`config.mk`:
```
export PLATFORM = sky130hd
export DESIGN_NAME = instr_mem_loader_flat
export DESIGN_NICKNAME = d
export VERILOG_FILES = /design/src/rtl/instr_mem_loader_pkg.sv /design/src/rtl/instr_mem_loader_if.sv /design/src/rtl/instr_mem_loader_packer.sv /design/src/rtl/instr_mem_loader.sv /design/src/flat_wrapper.sv
export SDC_FILE = /design/constraint.sdc
export NUM_CORES = 1
export LEC_CHECK = 0
export CAP_MARGIN = 20
export CORE_ASPECT_RATIO = 1.2
export CORE_MARGIN = 2
export CORE_UTILIZATION = 30
export CTS_CLUSTER_SIZE = 10
export DETAILED_ROUTE_END_ITERATION = 10
export SYNTH_ARGS = -nofsm -noshare
export SYNTH_HDL_FRONTEND = slang
export SYNTH_SLANG_ARGS = --single-unit
```
`constraint.sdc`:
```
create_clock -name clk -period 2.4 [get_ports clk]
set_input_delay 0.48 -clock clk [delete_from_list [all_inputs] [get_ports clk]]
set_output_delay 0.48 -clock clk [all_outputs]
set_load 0.1 [all_outputs]
```
`src/rtl/instr_mem_loader_pkg.sv`:
```
`default_nettype none
`timescale 1ns/1ps
// ============================================================================
// Module      : instr_loader_pkg
// Description : Shared constants and FSM state type for the instruction-memory
//               loader (byte-stream to 19-bit instruction packer).
// Revision    : 1.0 - initial release
// ============================================================================
package instr_loader_pkg;

    localparam int ADDR_W          = 12;
    localparam int INSTR_W         = 19;
    localparam int BYTES_PER_INSTR = 3;
    localparam int HDR_BYTES       = 2;
    localparam int PACK_W          = 8 * BYTES_PER_INSTR;

    typedef enum logic [3:0] {
        ST_IDLE   = 4'd0,
        ST_HDR_HI = 4'd1,
        ST_HDR_LO = 4'd2,
        ST_B0     = 4'd3,
        ST_B1     = 4'd4,
        ST_B2     = 4'd5,
        ST_WRITE  = 4'd6,
        ST_CHK    = 4'd7,
        ST_DONE   = 4'd8,
        ST_ERR    = 4'd9
    } loader_state_t;

endpackage
`default_nettype wire

```
`src/rtl/instr_mem_loader_if.sv`:
```
`default_nettype none
`timescale 1ns/1ps
// ============================================================================
// Module      : instr_mem_loader_if
// Description : Byte-stream input handshake plus instruction-memory write port
//               of the loader. master = stream source / memory, slave = loader.
// Revision    : 1.0 - initial release
// ============================================================================
interface instr_mem_loader_if;
    import instr_loader_pkg::*;

    logic               in_valid;
    logic [7:0]         in_data;
    logic               in_ready;
    logic               im_we;
    logic [ADDR_W-1:0]  im_addr;
    logic [INSTR_W-1:0] im_wdata;

    modport master (
        output in_valid, in_data,
        input  in_ready, im_we, im_addr, im_wdata
    );

    modport slave (
        input  in_valid, in_data,
        output in_ready, im_we, im_addr, im_wdata
    );
endinterface
`default_nettype wire

```
`src/rtl/instr_mem_loader_packer.sv`:
```
`default_nettype none
`timescale 1ns/1ps
// ============================================================================
// Module      : instr_byte_packer
// Description : 24-bit big-endian byte shift register. load starts a new word
//               with the given byte, shift appends a byte, clr empties it.
//               Presents the low 19 bits and a flag for nonzero top 5 bits.
// Revision    : 1.0 - initial release
// ============================================================================
module instr_byte_packer
    import instr_loader_pkg::*;
(
    input  wire logic               clk,
    input  wire logic               rst,      // asynchronous, active-low
    input  wire logic               clr,
    input  wire logic               load,
    input  wire logic               shift,
    input  wire logic [7:0]         data_in,
    output logic      [INSTR_W-1:0] word,
    output logic                    hi_nz
);

    logic [PACK_W-1:0] r_shift;

    // Byte assembly register; load has priority over shift so a new word never
    // inherits bytes from the previous instruction.
    always_ff @(posedge clk or negedge rst) begin
        if (!rst) begin
            r_shift <= '0;
        end else if (clr) begin
            r_shift <= '0;
        end else if (load) begin
            r_shift <= {{(PACK_W-8){1'b0}}, data_in};
        end else if (shift) begin
            r_shift <= {r_shift[PACK_W-9:0], data_in};
        end
    end

    // Split the assembled bytes into instruction bits and illegal high bits.
    always_comb begin
        word  = r_shift[INSTR_W-1:0];
        hi_nz = |r_shift[PACK_W-1:INSTR_W];
    end

endmodule
`default_nettype wire

```
`src/rtl/instr_mem_loader.sv`:
```
`default_nettype none
`timescale 1ns/1ps
// ============================================================================
// Module      : instr_mem_loader
// Description : Fills instruction memory from a byte stream: 2-byte header
//               (instruction count), then 3 bytes per instruction, written to
//               consecutive addresses from 0. Holds the CPU in reset until a
//               load completes cleanly.
//               Optional macro LOADER_CHECKSUM_EN adds a trailing XOR
//               checksum byte verified before declaring the load done.
// Revision    : 1.0 - initial release
// ============================================================================
module instr_mem_loader
    import instr_loader_pkg::*;
(
    input  wire logic           clk,
    input  wire logic           rst,        // asynchronous, active-low
    input  wire logic           start,
    instr_mem_loader_if.slave   bus,
    output logic                cpu_hold,
    output logic                done,
    output logic                err
);

`ifdef LOADER_CHECKSUM_EN
    localparam loader_state_t c_end_state = ST_CHK;
`else
    localparam loader_state_t c_end_state = ST_DONE;
`endif

    loader_state_t      r_state;
    loader_state_t      w_next;
    logic [ADDR_W-1:0]  r_count;      // instructions still to write
    logic [ADDR_W-1:0]  r_addr;       // address of the next write
    logic [ADDR_W-1:0]  r_im_addr;    // last written address, held between writes
    logic [INSTR_W-1:0] r_im_wdata;   // last written data, held between writes
`ifdef LOADER_CHECKSUM_EN
    logic [7:0]         r_csum;
`endif

    logic               w_ready;
    logic               w_xfer;
    logic               w_start_ok;
    logic [ADDR_W-1:0]  w_n_hdr;
    logic [INSTR_W-1:0] w_word;
    logic               w_hi_nz;

    assign w_xfer     = bus.in_valid & w_ready;
    assign w_start_ok = start & ((r_state == ST_IDLE) | (r_state == ST_DONE) |
                                 (r_state == ST_ERR));
    assign w_n_hdr    = {r_count[ADDR_W-1:8], bus.in_data};

    instr_byte_packer u_packer (
        .clk     (clk),
        .rst     (rst),
        .clr     (w_start_ok),
        .load    ((r_state == ST_B0) & w_xfer),
        .shift   (((r_state == ST_B1) | (r_state == ST_B2)) & w_xfer),
        .data_in (bus.in_data),
        .word    (w_word),
        .hi_nz   (w_hi_nz)
    );

    // State register.
    always_ff @(posedge clk or negedge rst) begin
        if (!rst) begin
            r_state <= ST_IDLE;
        end else begin
            r_state <= w_next;
        end
    end

    // Next-state logic; stream states advance only on an accepted byte.
    always_comb begin
        w_next = r_state;
        unique case (r_state)
            ST_IDLE, ST_DONE, ST_ERR: if (start) w_next = ST_HDR_HI;
            ST_HDR_HI: if (w_xfer) w_next = ST_HDR_LO;
            ST_HDR_LO: if (w_xfer) w_next = (w_n_hdr == '0) ? c_end_state : ST_B0;
            ST_B0:     if (w_xfer) w_next = (|bus.in_data[7:3]) ? ST_ERR : ST_B1;
            ST_B1:     if (w_xfer) w_next = ST_B2;
            ST_B2:     if (w_xfer) w_next = ST_WRITE;
            // hi_nz cannot be set after a legal byte0; it is a guard against
            // ever writing a word with illegal high bits.
            ST_WRITE:  w_next = w_hi_nz ? ST_ERR :
                                (r_count == ADDR_W'(1)) ? c_end_state : ST_B0;
`ifdef LOADER_CHECKSUM_EN
            ST_CHK:    if (w_xfer) w_next = ((r_csum ^ bus.in_data) == 8'h00) ?
                                            ST_DONE : ST_ERR;
`endif
            default:   w_next = ST_IDLE;
        endcase
    end

    // Moore outputs; write address/data hold their last value outside WRITE.
    always_comb begin
        w_ready = (r_state == ST_HDR_HI) | (r_state == ST_HDR_LO) |
                  (r_state == ST_B0) | (r_state == ST_B1) | (r_state == ST_B2);
`ifdef LOADER_CHECKSUM_EN
        w_ready = w_ready | (r_state == ST_CHK);
`endif
        bus.in_ready = w_ready;
        bus.im_we    = (r_state == ST_WRITE) & ~w_hi_nz;
        bus.im_addr  = (r_state == ST_WRITE) ? r_addr : r_im_addr;
        bus.im_wdata = (r_state == ST_WRITE) ? w_word : r_im_wdata;
        cpu_hold     = (r_state != ST_DONE);
        done         = (r_state == ST_DONE);
        err          = (r_state == ST_ERR);
    end

    // Count, address, held write outputs and running checksum.
    always_ff @(posedge clk or negedge rst) begin
        if (!rst) begin
            r_count    <= '0;
            r_addr     <= '0;
            r_im_addr  <= '0;
            r_im_wdata <= '0;
`ifdef LOADER_CHECKSUM_EN
            r_csum     <= '0;
`endif
        end else begin
            if (w_start_ok) begin
                r_addr <= '0;
            end
            if ((r_state == ST_HDR_HI) && w_xfer) begin
                r_count <= {bus.in_data[ADDR_W-9:0], 8'h00};
            end
            if ((r_state == ST_HDR_LO) && w_xfer) begin
                r_count <= w_n_hdr;
            end
            if (r_state == ST_WRITE) begin
                r_addr     <= r_addr + ADDR_W'(1);
                r_count    <= r_count - ADDR_W'(1);
                r_im_addr  <= r_addr;
                r_im_wdata <= w_word;
            end
`ifdef LOADER_CHECKSUM_EN
            if (w_start_ok) begin
                r_csum <= '0;
            end else if (w_xfer && (r_state != ST_CHK)) begin
                r_csum <= r_csum ^ bus.in_data;
            end
`endif
        end
    end

endmodule
`default_nettype wire

```
`src/flat_wrapper.sv`:
```
// flat-port wrapper written by rule: the top's interface ports become plain ports
module instr_mem_loader_flat import instr_loader_pkg::*;
  (clk, rst, start, cpu_hold, done, err, bus_in_valid, bus_in_data, bus_in_ready, bus_im_we, bus_im_addr, bus_im_wdata);
  instr_mem_loader_if bus_i ();
  input  wire logic clk;
  input  wire logic rst;
  input  wire logic start;
  output logic cpu_hold;
  output logic done;
  output logic err;
  input wire logic [$bits(bus_i.in_valid)-1:0] bus_in_valid;
  input wire logic [$bits(bus_i.in_data)-1:0] bus_in_data;
  output wire logic [$bits(bus_i.in_ready)-1:0] bus_in_ready;
  output wire logic [$bits(bus_i.im_we)-1:0] bus_im_we;
  output wire logic [$bits(bus_i.im_addr)-1:0] bus_im_addr;
  output wire logic [$bits(bus_i.im_wdata)-1:0] bus_im_wdata;
  assign bus_i.in_valid = bus_in_valid;
  assign bus_i.in_data = bus_in_data;
  assign bus_in_ready = bus_i.in_ready;
  assign bus_im_we = bus_i.im_we;
  assign bus_im_addr = bus_i.im_addr;
  assign bus_im_wdata = bus_i.im_wdata;
  instr_mem_loader u_core (.clk(clk), .rst(rst), .start(start), .bus(bus_i), .cpu_hold(cpu_hold), .done(done), .err(err));
endmodule
```
[Word level (Yosys, flattened, before mapping)]
Index checks and enable logic that the tools add are counted.
Operators by class
  equal/unequal tests: 17
  multiplexer cells: 21
  add/subtract/negate cells: 2
  bitwise logic cells: 13
  reduce and logical (&&, ||, !) cells: 13
Operators with widths (count)
  $mux 12: 6
  $mux 24: 3
  $mux 4: 10
  $pmux 4 s7: 1
  $mux 19: 1
  $add 12x1->12 const B: 1
  $eq 12x1->1 const B: 1
  $eq 4x3->1 const B: 3
  $logic_not 12->1: 1
  $ne 2x1->1 const B: 6
  $sub 12x1->12 const B: 1
  $reduce_or 5->1: 2
  $eq 4x2->1 const B: 2
  $eq 4x4->1 const B: 2
  $or 1x1->1: 7
  $reduce_and 6->1: 1
  $reduce_bool 3->1: 2
  $and 1x1->1: 5
  $eq 4x1->1 const B: 1
  $logic_not 4->1: 1
  $ne 4x4->1 const B: 1
  $reduce_bool 2->1: 2
  $reduce_or 3->1: 1
  $logic_and 1x1->1: 2
  other kinds (3): 3
Word-level totals
  bits of input ports: 12
  register bits after elaboration: 83
  output and inout port bits: 36
  word-level logic and storage cells: 73

[Longest topological paths before layout]
Gate-level depths: netlist (run 1).
  depth in word-level cells: 10
  depth in mapped cells: 8
  gate-level depth less buffers: 7

[By module]
From an unflattened synthesis (run 1), not the netlist that was laid out.
Second synthesis, totals
  cells, all modules: 440
  area, all modules: 4050.1 um^2
Modules (own cells, without submodules)
  instr_mem_loader: times used 1, area an instance 2852.7 um^2, cells an instance 330, seq. area each 1476.4 um^2
  instr_byte_packer: times used 1, area an instance 1197.4 um^2, cells an instance 110, seq. area each 600.6 um^2

[Worst setup path before layout (run 1)]
OpenSTA, ideal clock, no wires.
  path type: flip-flop to output port
  from: reg u_core.r_state[1]
  to: out bus_in_ready
  arrival time: 3.068 ns
  setup slack: -1.148 ns
  stages on the path, launching flop included: 5
  data required time: 1.920 ns
  buffers on the path: 2
  path through: dfrtp_1 -> buf_4 -> clkbuf_1 -> nor3_1 -> a211oi_1
Between the ends
  word-level cells in the longest chain between the ends: 5
  elaborated cells on any way between the ends: 9
  classes of those cells: eq/ne: 5; bitwise: 4
Ends and longest elaborated chain
  from (decl): line instr_mem_loader.sv:31  | loader_state_t r_state;
  from (signal assigned): line instr_mem_loader.sv:69  | r_state <= w_next;
  $eq 4x1->1 / $eq 4x2->1 (equally long branches): line instr_mem_loader.sv:97  | w_ready = (r_state == ST_HDR_HI) | (r_state == ST_HDR_LO) |
  $or 1x1->1 (2 in a row): line instr_mem_loader.sv:97
  $or 1x1->1: line instr_mem_loader.sv:98  | (r_state == ST_B0) | (r_state == ST_B1) | (r_state == ST_B2);
  $or 1x1->1 (*): line instr_mem_loader.sv:98
  to (decl): line flat_wrapper.sv:13  | output wire logic [$bits(bus_i.in_ready)-1:0] bus_in_ready;
Mark *: on every way between the ends. The rest lies on a longest branch, timed or not.

[Worst setup path after layout (run 1)]
  from: reg u_core.r_state[0]
  to: out bus_im_wdata[13]
Between the ends
  word-level cells in the longest chain between the ends: 2
Ends and longest elaborated chain
  $eq 4x3->1: line instr_mem_loader.sv:105  | bus.im_wdata = (r_state == ST_WRITE) ? w_word : r_im_wdata;
  $mux 19: line instr_mem_loader.sv:105
  to (decl): line flat_wrapper.sv:16  | output wire logic [$bits(bus_i.im_wdata)-1:0] bus_im_wdata;
No other way between the ends.

==> results.txt, run 1 <==
----------------------------------------------------
[Cells and area]
  Most frequent standard cell in the layout excluding fill and tap cells ... nand2_1
  Antenna Cells ... 0
  Area growth from synthesis to final layout ... 41.9%
  Final net count ... between 500 and 600
  Count of non-filler cells in the finished layout ... 686
  Share of final-layout standard cells stronger than drive strength 1 ... 26.4%
  Commonest cells after routing, fill and taps aside ... nand2_1, dfrtp_1, buf_12
  Post-route design area ... approximately 0.0056 mm^2
  Filler cell count in the final layout ... between 1000 and 1500

[Place]
  Cell total after placement ... 660
  Final Wtd Congestion ... between 0.8 and 0.9
  Post-place instance area ... 0.00512 mm^2
  HPWL Detailed ... 6980 um
  PortBufs ... 47

[Synthesis]
  Mux cell area share after synthesis ... 0.756%
  Cell area after synthesis ... around 0.0040 mm^2
  Largest cells by area after synthesis ... dfrtp_1, nand2_1, o21ai_0
  Total nets after synthesis ... 469
  Unique cell type count in the Yosys netlist ... 58
  Post-synthesis share of cell area spent on xor and xnor gates ... 0.221%
  Cell taking the most area after synthesis ... dfrtp_1
  Number of synthesized flops with an enable pin ... 0
  Average cell area after synthesis ... 8.74 um^2
  Post-synth ARST share ... 100%
  Area share of fa/ha/maj cells after synthesis ... less than 1%
  Dominant register cell in the synthesized netlist ... dfrtp_1
  Cell count after synthesis ... 454
  Largest family of logic cells by synthesized area ... simple AND/OR/NAND/NOR gates
  Fraction of the mapped netlist area in compound gates ... 14.4%
  Sequential element share of the synthesized area ... 52.3%
  Area fraction of the dominant cell type after synthesis ... 52.3%
  Number of synthesized register bits ... 83
  Post-synthesis simple-gate area fraction ... 27.6%
  Synthesis Warnings ... 0

[Detailed routing]
  Vias per cell ... 4.98
  Average wire per cell in the routed design ... 15.1 um
  First-pass iteration count of the detailed router ... 5
  Post-detailed-routing wire length ... around 10000 um
  Number of nets still failing antenna checks after routing ... 0
  Starting DRT DRC Count ... 214
  Residual DRC ... 0
  Vias after detailed routing ... 3419

[Setup path]
  Largest stage delay on the critical path ... 0.37 ns
  Sort of element at the end of the critical path ... output pin
  Library cell contributing the largest single delay on the critical path ... dfrtp_1
  Max Fanout on Critical Path ... 7
  Path type of the worst setup path ... flip-flop to output pin
  Cells on worst reg2reg path ... 8
  CP required ... about 1.9 ns
  Data arrival time at the worst-slack endpoint ... about 1.9 ns
  Kind of launch point of the worst setup path ... flip-flop
  Ordered list of cells on the worst path ... and2b_2, nor3b_4, buf_6, clkbuf_16, nand2_1, nand2_2, buf_12

[STA]
  Hold Worst Slack ... 0.139 ns
  Final Max Slew Viols ... 0
  Final number of hold-violating endpoints ... 0
  Worst-Margin Slew ... 0.694 ns
  Setup violators final ... 0
  Final total negative setup slack ... 0 ns
  Slew headroom ... a little over half
  Final worst path period need ... approximately 2.4 ns
  Worst setup skew after layout ... 0.00494 ns
  Fmax ... 0.419 GHz
  Final Cycle Share ... 99.4%
  RSZ-0062 raised after global routing ... true

[Power and ir drop]
  Proportion of power drawn by combinational gates ... 55.1%
  Pleak ... roughly 2.6 nW
  Internal ... 0.00426 W
  Switching power summed over all nets ... 0.00368 W
  Share of power burned in registers ... 26.1%
  Clock share of power ... between 10% and 20%
  Switching part of the total ... 46.3%
  Ratio of total power to cell area ... 1410 mW/mm^2
  Worst IR drop on VDD ... roughly 0.74 mV

[Worst hold path]
  HP Class ... input port to asynchronous set/reset pin

[CTS]
  Clk pin slew, worst setup/hold paths ... approximately 0.060 ns
  Clk sinks ... 83
  Root Buffer Master ... clkbuf_16
  Level count of the clock H-tree ... 3
  TritonCTS clock tree ... done
  Later-pin clock latency in the skew report ... 0.33 ns
  Hold bufs inserted after CTS ... 0
  Max clock buf depth ... 2
  TritonCTS buffer count ... 9

[Global routing]
  GR peak layer ... met2
  Maximum number of pins on one net before global-route repair ... 55
  Met1 layer usage reported by global route ... a little under a fifth
  Vias in the first global route ... 3362
  Initial antenna violation count ... 0
  Met2 track demand over resource ... roughly a quarter
  Met3 track utilization from global routing ... 2.40%
  GR Overflow Total ... 0
  Global-route wire length before repair ... ~17000 um
  GRT Overall Usage ... between 10% and 20%

[Run]
  Max capacitance violation total ... 0

[Run status]
  Run status ... finished clean

[Floorplanning]
  Initial Util ... 30.4%
  Die X ... 109 um
  Std cell rows ... 46
  Die extent in y ... 130 um
  DIE AREA ... 0.0142 mm^2
  Boundary pin count ... 48
  Std-Cell Core Area ... between 0.01 and 0.015 mm^2

----------------------------------------------------
==> power groups by stage <==
| stage | Clock [W] | Combinational (W) | Sequential, W |
|---|---|---|---|
| final | 0.00149 | 0.00438 | 0.00207 |
| after global routing | 0.00159 | 0.00463 | 0.00212 |
| after CTS | 0.00152 | 0.00437 | 0.00206 |
| after detailed placement | 0 | 0.00436 | 0.00208 |
| after global placement | 0 | 0.00434 | 0.00207 |
| after floorplan | 0 | 0.00296 | 0.00199 |
==> worst max-delay path, delay by kind of cell (launching register included) <==
family | cells | cell delay, ns
buffers and inverters | 3 | 0.52
flip-flops | 1 | 0.37
AND/OR/NAND/NOR | 4 | 0.67
==> final cells by class <==
class | count | area, um^2 | share of cell area (%)
Inverter | 6 | 26.3 | 0.466
Multi-Input combinational cell | 340 | 1900 | 33.7
Sequential cell | 83 | 2080 | 36.9
Clock buffer | 11 | 253 | 4.48
Tap cell | 168 | 210 | 3.73
Timing Repair Buffer | 74 | 1090 | 19.4
Clock inverter | 4 | 73.8 | 1.31
==> sequential cells by signal, indices dropped and copies added, names as in the netlist <==
name / cells
u_core.u_packer.r_shift: 24
u_core.r_count: 12
u_core.r_im_wdata: 19
u_core.r_addr: 12
u_core.r_state: 4
u_core.r_im_addr: 12
==> cells in the mapped netlist, types with 2 or more instances <==
cell and n:
a21o_1 2, a21oi_1 25, a22oi_1 2, a31oi_1 2, a32oi_1 2, and3_1 6
buf_2 9, buf_4 2, buf_6 2, clkbuf_1 11, dfrtp_1 83, ha_1 3
inv_1 5, mux2i_1 3, nand2_1 169, nand2b_1 5, nand3_1 6, nand3b_1 2
nand4_1 4, nand4b_1 2, nor2_1 21, nor2b_1 4, nor3_1 8, o211ai_1 3
o21a_1 2, o21ai_0 28, o21ai_1 2, o21bai_1 2, o22a_1 7, or2_2 2
or3_1 2, or4_1 2
==> stage by stage <==
step	worst slack, ns	util [%]	total power [W]
floorplan	-0.189	-	0.00495
global placement	0.117	39.2	0.00641
global route	-0.0658	43.1	0.00834
detailed placement	0.0911	39.2	0.00644
CTS	0.000982	41.7	0.00795
finish	0.0149	43.1	0.00794
==> worst paths after layout <==
check / end / from / slack (ns)
max in group asynchronous: u_core.r_addr[10] / rst / 1.63
min in group clk: u_core.r_im_wdata[0] / u_core.r_im_wdata[0] / 0.50
hold reg to reg: u_core.r_im_wdata[0] / u_core.r_im_wdata[0] / 0.50
setup reg to reg: u_core.r_addr[10] / u_core.r_state[1] / 0.22
hold / removal: u_core.r_im_wdata[13] / rst / 0.14
setup / recovery: bus_im_wdata[13] / u_core.r_state[0] / 0.01
==> layer usage <==
layer  vias up  share of wire [%]
li1       1654                  -
met1      1678                 43
met2        75                 52
met3        12                3.3
met4         0                1.5
met5         -                  0
==> cell families (layout without fill, tap and decap cells) <==
family          count (synthesis)  after routing
simple gates                  243            243
compound gates                 90             90
flops                          83             83
buf+inv                        31             95
fa+ha+maj                       3              3
mux                             3              3
xor+xnor                        1              1
==> repair_timing <==
item	in CTS	in global routing
buffers inserted	0	7
pin swaps	0	11
setup endpoints to repair	1	31
gates resized for setup	1	20
cloned	0	4
endpoints found under the hold margin	0	0
Note: power is estimated with default switching activity, not from simulation.
==> run 2, diff against run 1 <==
--- a/config.mk
+++ b/config.mk
@@ -11,6 +11,8 @@
 export CORE_UTILIZATION = 30
 export CTS_CLUSTER_SIZE = 10
 export DETAILED_ROUTE_END_ITERATION = 10
+export DONT_BUFFER_PORTS = 1
+export GPL_ROUTABILITY_DRIVEN = 1
 export SYNTH_ARGS = -nofsm -noshare
 export SYNTH_HDL_FRONTEND = slang
 export SYNTH_SLANG_ARGS = --single-unit
==> run 2 against run 1 <==
  * The flow now finishes with violations (hold timing)
  * Sequential power hardly changed
  * Largest power group unchanged
  * Utilization is 3.1 points lower
  * Die area stayed put
  * Clock-buffer cell count is 2 lower
  * Largest cell class unchanged
  * Non-clock buffer count is 20 lower
  * Final cell count is 2.8% lower
  * Worst setup slack better by 0.064 ns
  * Highest routed layer unchanged
  * Via count is 1.5% lower
  * Wire length is 1.3% lower
==> results.txt, run 2 (synthesis results as in run 1) <==
----------------------------------------------------
[STA]
  Final Max Slew Viols ... 0
  Fmax ... 0.431 GHz
  RSZ-0062 raised after global routing ... false
  Slew headroom ... between 50% and 60%
  Worst-Margin Slew ... 0.661 ns
  Final number of hold-violating endpoints ... 83
  Final worst path period need ... 2.32 ns
  Worst setup skew after layout ... just over 0.007 ns
  Hold Worst Slack ... -0.170 ns
  Final Cycle Share ... between 90% and 100%
  Setup violators final ... 0

[Run status]
  Run status ... finished, violations left
  Failing checks ... hold timing

[CTS]
  Level count of the clock H-tree ... 3
  Max clock buf depth ... 2
  Clk sinks ... 83
  TritonCTS clock tree ... done
  TritonCTS buffer count ... 9
  Root Buffer Master ... clkbuf_16
  Clk pin slew, worst setup/hold paths ... 0.07 ns
  Later-pin clock latency in the skew report ... 0.34 ns

[Detailed routing]
  Vias after detailed routing ... between 3000 and 4000
  Starting DRT DRC Count ... roughly 220
  Residual DRC ... 0
  First-pass iteration count of the detailed router ... 5
  Number of nets still failing antenna checks after routing ... 0
  Post-detailed-routing wire length ... 10200 um
  Average wire per cell in the routed design ... 15.3 um
  Vias per cell ... 5.05

[Power and ir drop]
  Clock share of power ... 21.2%
  Worst IR drop on VDD ... 0.586 mV
  Pleak ... 2.40 nW
  Switching part of the total ... ~47%
  Switching power summed over all nets ... roughly 0.0036 W
  Internal ... between 0.004 and 0.005 W
  Ratio of total power to cell area ... 1460 mW/mm^2
  Overall power after layout ... ~0.0077 W
  Share of power burned in registers ... a little over a quarter
  Proportion of power drawn by combinational gates ... 51.8%

[Global routing]
  GRT Overall Usage ... 14.9%
  Maximum number of pins on one net before global-route repair ... 84
  Vias in the first global route ... ~3300
  Initial antenna violation count ... 0
  GR Overflow Total ... 0
  Global-route wire length before repair ... 16500 um

[Cells and area]
  Antenna Cells ... 0
  Commonest cells after routing, fill and taps aside ... nand2_1, dfrtp_1, nand2_2
  Area growth from synthesis to final layout ... 31.8%
  Filler cell count in the final layout ... between 1000 and 1500
  Top register by number of flip-flops ... u_core.u_packer.r_shift
  Final net count ... 509
  Count of non-filler cells in the finished layout ... 667
  Share of final-layout standard cells stronger than drive strength 1 ... 23.6%
  Final Core Density ... about 40%
  Most frequent standard cell in the layout excluding fill and tap cells ... nand2_1
  Max FFs per register ... 24
  Largest registers ... u_core.u_packer.r_shift: 24 flops, u_core.r_im_wdata: 19 flops

[Worst hold path]
  HP Class ... input port to asynchronous set/reset pin

[Run]
  Max capacitance violation total ... 0

[Setup path]
  Path type of the worst setup path ... flip-flop to output pin
  Data arrival time at the worst-slack endpoint ... ~1.8 ns
  Timing startpoint of the critical path ... u_core.r_state[0]
  Reg2reg start ... u_core.r_state[1]
  Cells on worst reg2reg path ... 8
  Max Fanout on Critical Path ... 9
  Sort of element at the end of the critical path ... output pin
  Kind of launch point of the worst setup path ... flip-flop
  CP required ... 1.92 ns

[Floorplanning]
  Boundary pin count ... 48
  DIE AREA ... 0.0142 mm^2
  Std-Cell Core Area ... between 0.01 and 0.015 mm^2
  Std cell rows ... 46
  Initial Util ... 30.4%
  Die X ... 109 um
  Die extent in y ... 130 um

[Place]
  Final Wtd Congestion ... between 0.8 and 0.9
  Cell total after placement ... 644
  PortBufs ... 0
  HPWL Detailed ... 6940 um

----------------------------------------------------
==> run 2: power groups by stage <==
stage / sequential (W) / combinational [W] / clock (W)
final: 0.00207 / 0.00397 / 0.00162
after CTS: 0.00207 / 0.00390 / 0.00164
after floorplan: 0.00199 / 0.00296 / 0
after global placement: 0.00207 / 0.00384 / 0
after detailed placement: 0.00209 / 0.00389 / 0
after global routing: 0.00211 / 0.00420 / 0.00171
==> run 2: what timing repair did <==
item / 4_1_cts / 5_1_grt
resized for setup: 5 / 19
cloned: 1 / 1
buffers inserted: 1 / 4
pin swaps: 0 / 1
endpoints found under the hold margin: 83 / 83
endpoints found under the setup margin: 20 / 21
==> run 2: worst paths after layout <==
check,endpoint,slack [ns]
worst max register to register,u_core.r_addr[10],0.28
worst max-delay path,bus_im_addr[5],0.08
max in group asynchronous,u_core.r_state[3],2.37
min in group clk,u_core.u_packer.r_shift[6],0.27
worst min-delay path,u_core.r_im_wdata[16],-0.17
worst min register to register,u_core.r_addr[11],0.51
==> run 2: layout make-up <==
type                    instances  area, um^2  share of cell area, %
clock buffers                   9         225                   4.30
clock inverters                 7         124                   2.37
inverters                       6        26.3                  0.502
multi-input cells             340        1850                   35.4
flip-flops and latches         83        2080                   39.7
well taps                     168         210                   4.02
repair buffers                 54         718                   13.7
==> run 2: metal layers <==
metal  up-vias  global-route usage (%)  routed length [um]
met2        62                    24.8                5290
met3         9                    3.50                 519
li1       1625                       -                   -
met1      1672                    19.1                4310
met5         -                       0                   0
met4         0                    4.68                  91
==> run 2: metrics by stage <==
| stage | instance area [um^2] | setup slack (ns) | setup TNS, ns |
|---|---|---|---|
| floorplan | 4070 | -0.189 | -0.322 |
| global placement | 4720 | 0.310 | 0 |
| detailed placement | 4720 | 0.292 | 0 |
| CTS | 5110 | 0.0213 | 0 |
| global route | 5230 | 0.000363 | 0 |
| finish | 5230 | 0.0794 | 0 |
==> run 2: worst max-delay path, stage by stage (launching register included) <==
cell and delay, ns:
dfrtp_1 0.37, and2b_2 0.24, nor3b_4 0.27, buf_6 0.16, buf_16 0.12, nand2_1 0.06, nand2_2 0.09, buf_12 0.17
